$ cat config.mk
export PLATFORM = sky130hd
export DESIGN_NAME = pcs_gearbox_tx
export DESIGN_NICKNAME = d
export VERILOG_FILES = /design/src/rtl/pcs_pkg.sv /design/src/rtl/pcs_gearbox_tx_shift.sv /design/src/rtl/pcs_gearbox_tx.sv
export SDC_FILE = /design/constraint.sdc
export NUM_CORES = 1
export LEC_CHECK = 0
export CORE_MARGIN = 2
export CORE_UTILIZATION = 54
export DETAILED_ROUTE_END_ITERATION = 10
export PLACE_DENSITY_LB_ADDON = 0.05
export SYNTH_ARGS = -nofsm -noshare
export SYNTH_HDL_FRONTEND = slang
export SYNTH_SLANG_ARGS = --single-unit
$ cat constraint.sdc
create_clock -name clk -period 4.8 [get_ports clk]
set_input_delay 0.48 -clock clk [delete_from_list [all_inputs] [get_ports clk]]
set_output_delay 0.48 -clock clk [all_outputs]
set_load 0.1 [all_outputs]
$ cat src/rtl/pcs_pkg.sv
// Shared definitions for the 10GBASE-R PCS transmit path: sync header codes,
// gearbox sequence limit, the 66-bit block type and a header-corruption helper.
package pcs_pkg;

   localparam logic [1:0] SYNC_CTRL       = 2'b10;
   localparam logic [1:0] SYNC_DATA       = 2'b01;
   localparam logic [5:0] GEARBOX_SEQ_MAX = 6'd32;

   // 66-bit block; head sits in the two LSBs and is transmitted first.
   typedef struct packed {
      logic [63:0] data;
      logic [1:0]  head;
   } block_t;

   // Forces a header into one of the two invalid codes (00 or 11).
   function automatic logic [1:0] sh_corrupt(input logic [1:0] head);
      return {head[0], head[0]};
   endfunction

endpackage

$ cat src/rtl/pcs_gearbox_tx_shift.sv
// Combinational 66b->64b datapath: merges the incoming block above the residue
// bits with a single 128-bit shift of 2k, then splits the result into the
// outgoing word (low 64 bits) and the new residue (high 64 bits).
module pcs_gearbox_tx_shift
   import pcs_pkg::*;
(
   input  block_t      blk_i,
   input  logic [63:0] res_i,
   input  logic [4:0]  k_i,
   output logic [63:0] word_o,
   output logic [63:0] res_next_o
);

   logic [127:0] cat_s;

   // Place the block at bit 2k on top of the 2k residue bits.
   always_comb begin
      cat_s      = ({62'd0, blk_i} << {k_i, 1'b0}) | {64'd0, res_i};
      word_o     = cat_s[63:0];
      res_next_o = cat_s[127:64];
   end

endmodule

$ cat src/rtl/pcs_gearbox_tx.sv
// TX 66b->64b gearbox. Consumes one block per cycle for 32 cycles, then stalls
// one cycle to flush the accumulated 64 header bits as a full word.
// Optional feature macro: PCS_TX_SH_ERR_INJ_EN adds sh_err_i, which replaces
// the header of an accepted block with an invalid code (00/11).
module pcs_gearbox_tx
   import pcs_pkg::*;
#(
   parameter int HEAD_W = 2,
   parameter int DATA_W = 64,
   parameter int SEQ_W  = 6
) (
   input  logic              clk,
   input  logic              reset,
   input  logic [HEAD_W-1:0] head_i,
   input  logic [DATA_W-1:0] data_i,
`ifdef PCS_TX_SH_ERR_INJ_EN
   input  logic              sh_err_i,
`endif
   output logic              ready_o,
   output logic              valid_o,
   output logic [DATA_W-1:0] data_o,
   output logic [SEQ_W-1:0]  seq_o
);

   logic [SEQ_W-1:0]  seq_q, seq_d;
   logic [63:0]       res_q, res_d;
   logic [63:0]       data_q, data_d;
   logic              valid_q;
   logic              ready_s;
   logic [1:0]        head_s;
   block_t            blk_s;
   logic [63:0]       word_s;
   logic [63:0]       res_next_s;

   assign ready_s = (seq_q != GEARBOX_SEQ_MAX);

   // Select the transmitted header, optionally corrupted for RX slip testing.
   always_comb begin
`ifdef PCS_TX_SH_ERR_INJ_EN
      if (sh_err_i) begin
         head_s = sh_corrupt(head_i);
      end else begin
         head_s = head_i;
      end
`else
      head_s = head_i;
`endif
      blk_s.head = head_s;
      blk_s.data = data_i;
   end

   pcs_gearbox_tx_shift u_shift (
      .blk_i      (blk_s),
      .res_i      (res_q),
      .k_i        (seq_q[4:0]),
      .word_o     (word_s),
      .res_next_o (res_next_s)
   );

   // Next-state: consume a block while seq<32, otherwise flush the residue.
   always_comb begin
      seq_d  = seq_q;
      res_d  = res_q;
      data_d = data_q;
      if (ready_s) begin
         data_d = word_s;
         res_d  = res_next_s;
         seq_d  = seq_q + SEQ_W'(1);
      end else begin
         data_d = res_q;
         res_d  = 64'd0;
         seq_d  = {SEQ_W{1'b0}};
      end
   end

   // State registers; reset drops residue and restarts block-aligned.
   always_ff @(posedge clk or posedge reset) begin
      if (reset) begin
         seq_q   <= {SEQ_W{1'b0}};
         res_q   <= 64'd0;
         data_q  <= 64'd0;
         valid_q <= 1'b0;
      end else begin
         seq_q   <= seq_d;
         res_q   <= res_d;
         data_q  <= data_d;
         valid_q <= 1'b1;
      end
   end

   assign ready_o = ready_s;
   assign valid_o = valid_q;
   assign data_o  = data_q;
   assign seq_o   = seq_q;

endmodule

# ---- After elaboration in Yosys (flattened, before gate mapping)
# Cells that the tools add are included.
dict set report op_classes {
  addsub 1
  n_eq_ne 1
  shifts 1
  n_mux 3
  bitwise 1
}
# operator n
set op_table {}
lappend op_table {{64-bit 2-to-1 mux} 2}
lappend op_table {{128-bit by 64-bit bitwise OR with 128-bit output} 1}
lappend op_table {{66-bit by 6-bit left shift with 128-bit output} 1}
lappend op_table {{6-bit by 1-bit adder with 6-bit output, second input constant} 1}
lappend op_table {{6-bit 2-to-1 mux} 1}
lappend op_table {{6-bit inequality test, second input constant} 1}
dict set report word_totals {
  ff_bits 135
  output_inout_bits 72
  elab_cells 11
}

# ---- Logic depth before layout (Yosys ltp)
dict set report logic_depth {
  ltp_word 3
  mapped_depth 12
  ltp_nobuf 6
}

# ---- Hierarchy
# Synthesis repeated with hierarchy kept, for this count alone.
dict set report unflattened {
  hier_cells 958
  area_unflattened_um2 9909.5
}
# module instances cells_per_inst area_each_um2 seq_area_each_um2
set modules_own_cells {}
lappend modules_own_cells {pcs_gearbox_tx_shift 1 660 5096.1 0.0}
lappend modules_own_cells {pcs_gearbox_tx 1 298 4813.4 3378.2}

# ---- Worst setup path after synthesis
# No wires, ideal clock.
dict set report synth_timing {
  kind {register -> output}
  startpoint {register seq_q[1] (netlist: seq_o[1])}
  endpoint {output ready_o}
  arrival_time_ns 3.106
  slack_ns 1.214
  stages_incl_launch_ff 11
  path_buffers 5
  path_cell_list {dfrtp_1 > buf_6 > buf_4 > buf_4 > buf_2 > buf_2 > inv_1 > ha_1 > nand4bb_1 > nor2_1 > inv_1}
}
dict set report synth_via {
  elab_chain_len 1
}
# element line
set synth_lines {}
lappend synth_lines {{start, declared} pcs_gearbox_tx.sv:25} ;# logic [SEQ_W-1:0] seq_q, seq_d;
lappend synth_lines {{start signal, assigned} pcs_gearbox_tx.sv:79} ;# seq_q <= {SEQ_W{1'b0}};
lappend synth_lines {{start signal, assigned} pcs_gearbox_tx.sv:84} ;# seq_q <= seq_d;
lappend synth_lines {{6-bit inequality test} pcs_gearbox_tx.sv:35} ;# assign ready_s = (seq_q != GEARBOX_SEQ_MAX);
lappend synth_lines {{end, declared} pcs_gearbox_tx.sv:19} ;# output logic ready_o,
# Every way passes these cells.

# ---- Worst setup path after layout
dict set report layout_timing {
  startpoint {register seq_q[0] (netlist: seq_o[0])}
  endpoint {output ready_o}
}
# Same word-level chain as after synthesis.

==> flow_summary.toml <==
[grt]
grt.overflow.total = 0
grt.total_usage_pct = 33.9
grt_antenna_before_repair = 0
first_global_vias = 6923
grt_pass1_wl_mm = 41.6
grt_start_max_net_pins = 85

[routing]
dr.first_iter.drc_count = 744
drt-pass1-iter-count = 5
drt_wl_total_mm = 26.9
via_count_of_the_routed_design = 7076
via_density_per_instance = 6.95
remaining_drc_errors = 0
post_drt_wl_per_cell_um = 26.4
postRouteAntennaNets = 0

[floorplan]
die_h_um = 129
rows = 45
core_um2 = 15200
ports_placed_on_the_boundary = 140
initial_core_util_pct = 55.2
die_width_um = 129
die_area_um2 = 16600

[clock_tree]
clk_latency_ns = 0.43
cts-root-to-sink-buffers = 2
post_cts_setup_bufs = 0
cts_tree = "built"
path_clk_slew_ns = 0.06
clk_root_buf = "sky130_fd_sc_hd__clkbuf_16"
clock-sinks = 135
htree_levels = 4
cts.repair.resized = 0
numCtsBuffers = 17
hold_buffer_count_at_cts = 0

[timing]
fmax_ghz = 0.301
worst_clock_skew_ns = 0.0108
worst_pin_slew_ns = 1.08
final.min_clock_period_ns = 3.33
report.final.setup_viol = 0
setup_repair_after_global_routing_missed_its_margin = "no"
slew_violations = 0
hold_viol = 0
final.setup.tns_ns = 0
relSlewSlack_pct = 27.8
final.period_utilization_pct = 69.3

[pwr]
cell_int_power_mw = 2.21
vdd.ir_drop.worst_mv = 0.243
pwr-share-clk_pct = 43.6
power.leakage_nw = 3.89
sw_frac_of_total_pct = 29.3
pwr_density_cell_nw_per_um2 = 299
p_comb_share_pct = 18.2
p_seq_share_pct = 38.2
power.net_switching_mw = 0.913

[critical_path]
worstSetupStartpointType = "flop"
startpoint_of_the_worst_register_to_register_path = "seq_o[0]"
cp.required_ns = 4.32
critPathKind = "flop to output port"
endpoint_kind = "output port"
cp_slowest_cell = "sky130_fd_sc_hd__dfrtp_4"
cp_cell_sequence = "inv_1 > ha_1 > nand4bb_1 > nor2_1 > inv_1 > buf_4"
worst_ep_arrival_time_ns = 2.85
path_max_fanout = 46
cp_slowest_stage_delay_ns = 0.73
crit_path_frequent_cell = "sky130_fd_sc_hd__inv_1"
cp-startpoint = "seq_o[0]"

[synthesis]
seq_area_frac_synth_pct = 40.3
synth_commonest_cells = "sky130_fd_sc_hd__dfrtp_1, sky130_fd_sc_hd__mux4_2, sky130_fd_sc_hd__mux2i_1"
netlist_area_um2 = 8390
netlist.area_leader.share_pct = 40.3
yosysWarningCount = 0
synth_nets = 779
synthMostInstantiatedCell = "sky130_fd_sc_hd__dfrtp_1"
ys_seq_elements = 135
number_of_synthesized_flops_with_an_enable_pin = 0
synth_top_flop_cell = "sky130_fd_sc_hd__dfrtp_1"
postSynth.asyncResetShare_pct = 100
yosys.area.top_type = "sky130_fd_sc_hd__dfrtp_1"
netlist_instances = 709
postSynthAreaPerCell_um2 = 11.8
synth.distinct_cells = 49
yosys-top-cells-area = "sky130_fd_sc_hd__dfrtp_1, sky130_fd_sc_hd__mux4_2, sky130_fd_sc_hd__mux2i_1, sky130_fd_sc_hd__mux2_2, sky130_fd_sc_hd__nor2_1"

[cells_and_area]
nFillCells = 1155
design.final.nets = 887
area_growth_pct = 24.5
drive_gt1_share_pct = 20.4
layoutNonFillerInstCount = 1018
insertedDiodeCount = 0

[placement]
numPortBuffers = 139
detailedPlacementHpwl_mm = 19.0
place.detailed.instances = 986
gp_congestion = 0.993

[outcome]
outcome = "complete, no violations"

[worst_hold_path]
hold_start = "res_q[13]"
hp-class = "flop to flop"

[job]
cap_viol_max_count = 0
==> sequential cells by signal (all words and copies together) (netlist names) <==
name     flops
data_o      64
valid_o      1
seq_o        6
res_q       64
==> power groups by stage <==
stage / registers [mW] / clock network, mW / logic (mW)
3_3_place_gp: 1.21 / 0 / 0.556
2_1_floorplan: 1.42 / 0 / 0.153
6_report: 1.19 / 1.36 / 0.567
3_5_place_dp: 1.21 / 0 / 0.561
5_1_grt: 1.20 / 1.42 / 0.589
4_1_cts: 1.19 / 1.37 / 0.563
==> metal layers <==
layer | GRT usage, % | vias to the layer above | part of all wire (%)
li1 | - | 2958 | -
met1 | 46.4 | 3552 | 39
met2 | 53.3 | 486 | 48
met3 | 6.32 | 80 | 9.7
met4 | 15.3 | 0 | 4.2
met5 | 0 | - | 0
==> through the flow <==
| step | utilization (%) | power (mW) | hold WS, ns | worst slack, ns | area [um^2] |
|---|---|---|---|---|---|
| finish | 68.7 | 3.12 | 0.433 | 1.47 | 10400 |
| detailed placement | 64.7 | 1.77 | 0.416 | 1.66 | 9830 |
| floorplan | - | 1.57 | 0.404 | 0.709 | 8390 |
| CTS | 68.7 | 3.13 | 0.421 | 1.49 | 10400 |
| global placement | 64.7 | 1.77 | 0.411 | 1.76 | 9830 |
| global route | 68.7 | 3.21 | 0.446 | 1.31 | 10400 |
==> worst max-delay path, delay by kind of cell, from the launching register on <==
family	cells	cell delay, ns
buffers and inverters	3	0.84
adder cells (fa/ha/maj)	1	0.24
AND/OR/NAND/NOR	2	0.58
flip-flops	1	0.73
==> final timing paths <==
path | slack (ns) | to | depth (start not counted)
min in group asynchronous | 0.50 | data_o[42] | 2
max in group asynchronous | 3.37 | seq_o[1] | 3
max | 1.47 | ready_o | 6
max reg2reg | 1.59 | res_q[8] | 7
min reg2reg | 0.43 | data_o[13] | 1
min | 0.43 | data_o[13] | 1
==> cells in the final DEF, fill, tap and decap left out, drive strengths merged, types with 19 or more instances in the layout <==
cell type / synthesis / layout
mux2i: 71 / 71
dfrtp: 135 / 135
nand2: 39 / 39
a21oi: 19 / 19
o221ai: 20 / 20
inv: 22 / 25
mux4: 72 / 72
mux2: 36 / 36
nor2: 47 / 47
clkbuf: 33 / 20
o21ai: 27 / 27
clkdlybuf4s50: 0 / 138
==> final cells by class <==
| type | count | area [um^2] | area share [%] |
|---|---|---|---|
| flip-flops and latches | 135 | 3390 | 32.5 |
| clock buffers | 20 | 447 | 4.28 |
| clock inverters | 12 | 168 | 1.60 |
| repair buffers | 156 | 1530 | 14.6 |
| multi-input cells | 485 | 4590 | 44.0 |
| inverters | 22 | 85.1 | 0.814 |
| well taps | 188 | 235 | 2.25 |
==> cell families after synthesis <==
kind of cell,share of synthesized area [%]
mux,32.6
compound gates,14.7
flops,40.3
simple gates,6.77
buf+inv,5.01
xor+xnor,0.313
fa+ha+maj,0.298
other cells,0.0447
Note: power is estimated with default switching activity, not from simulation.
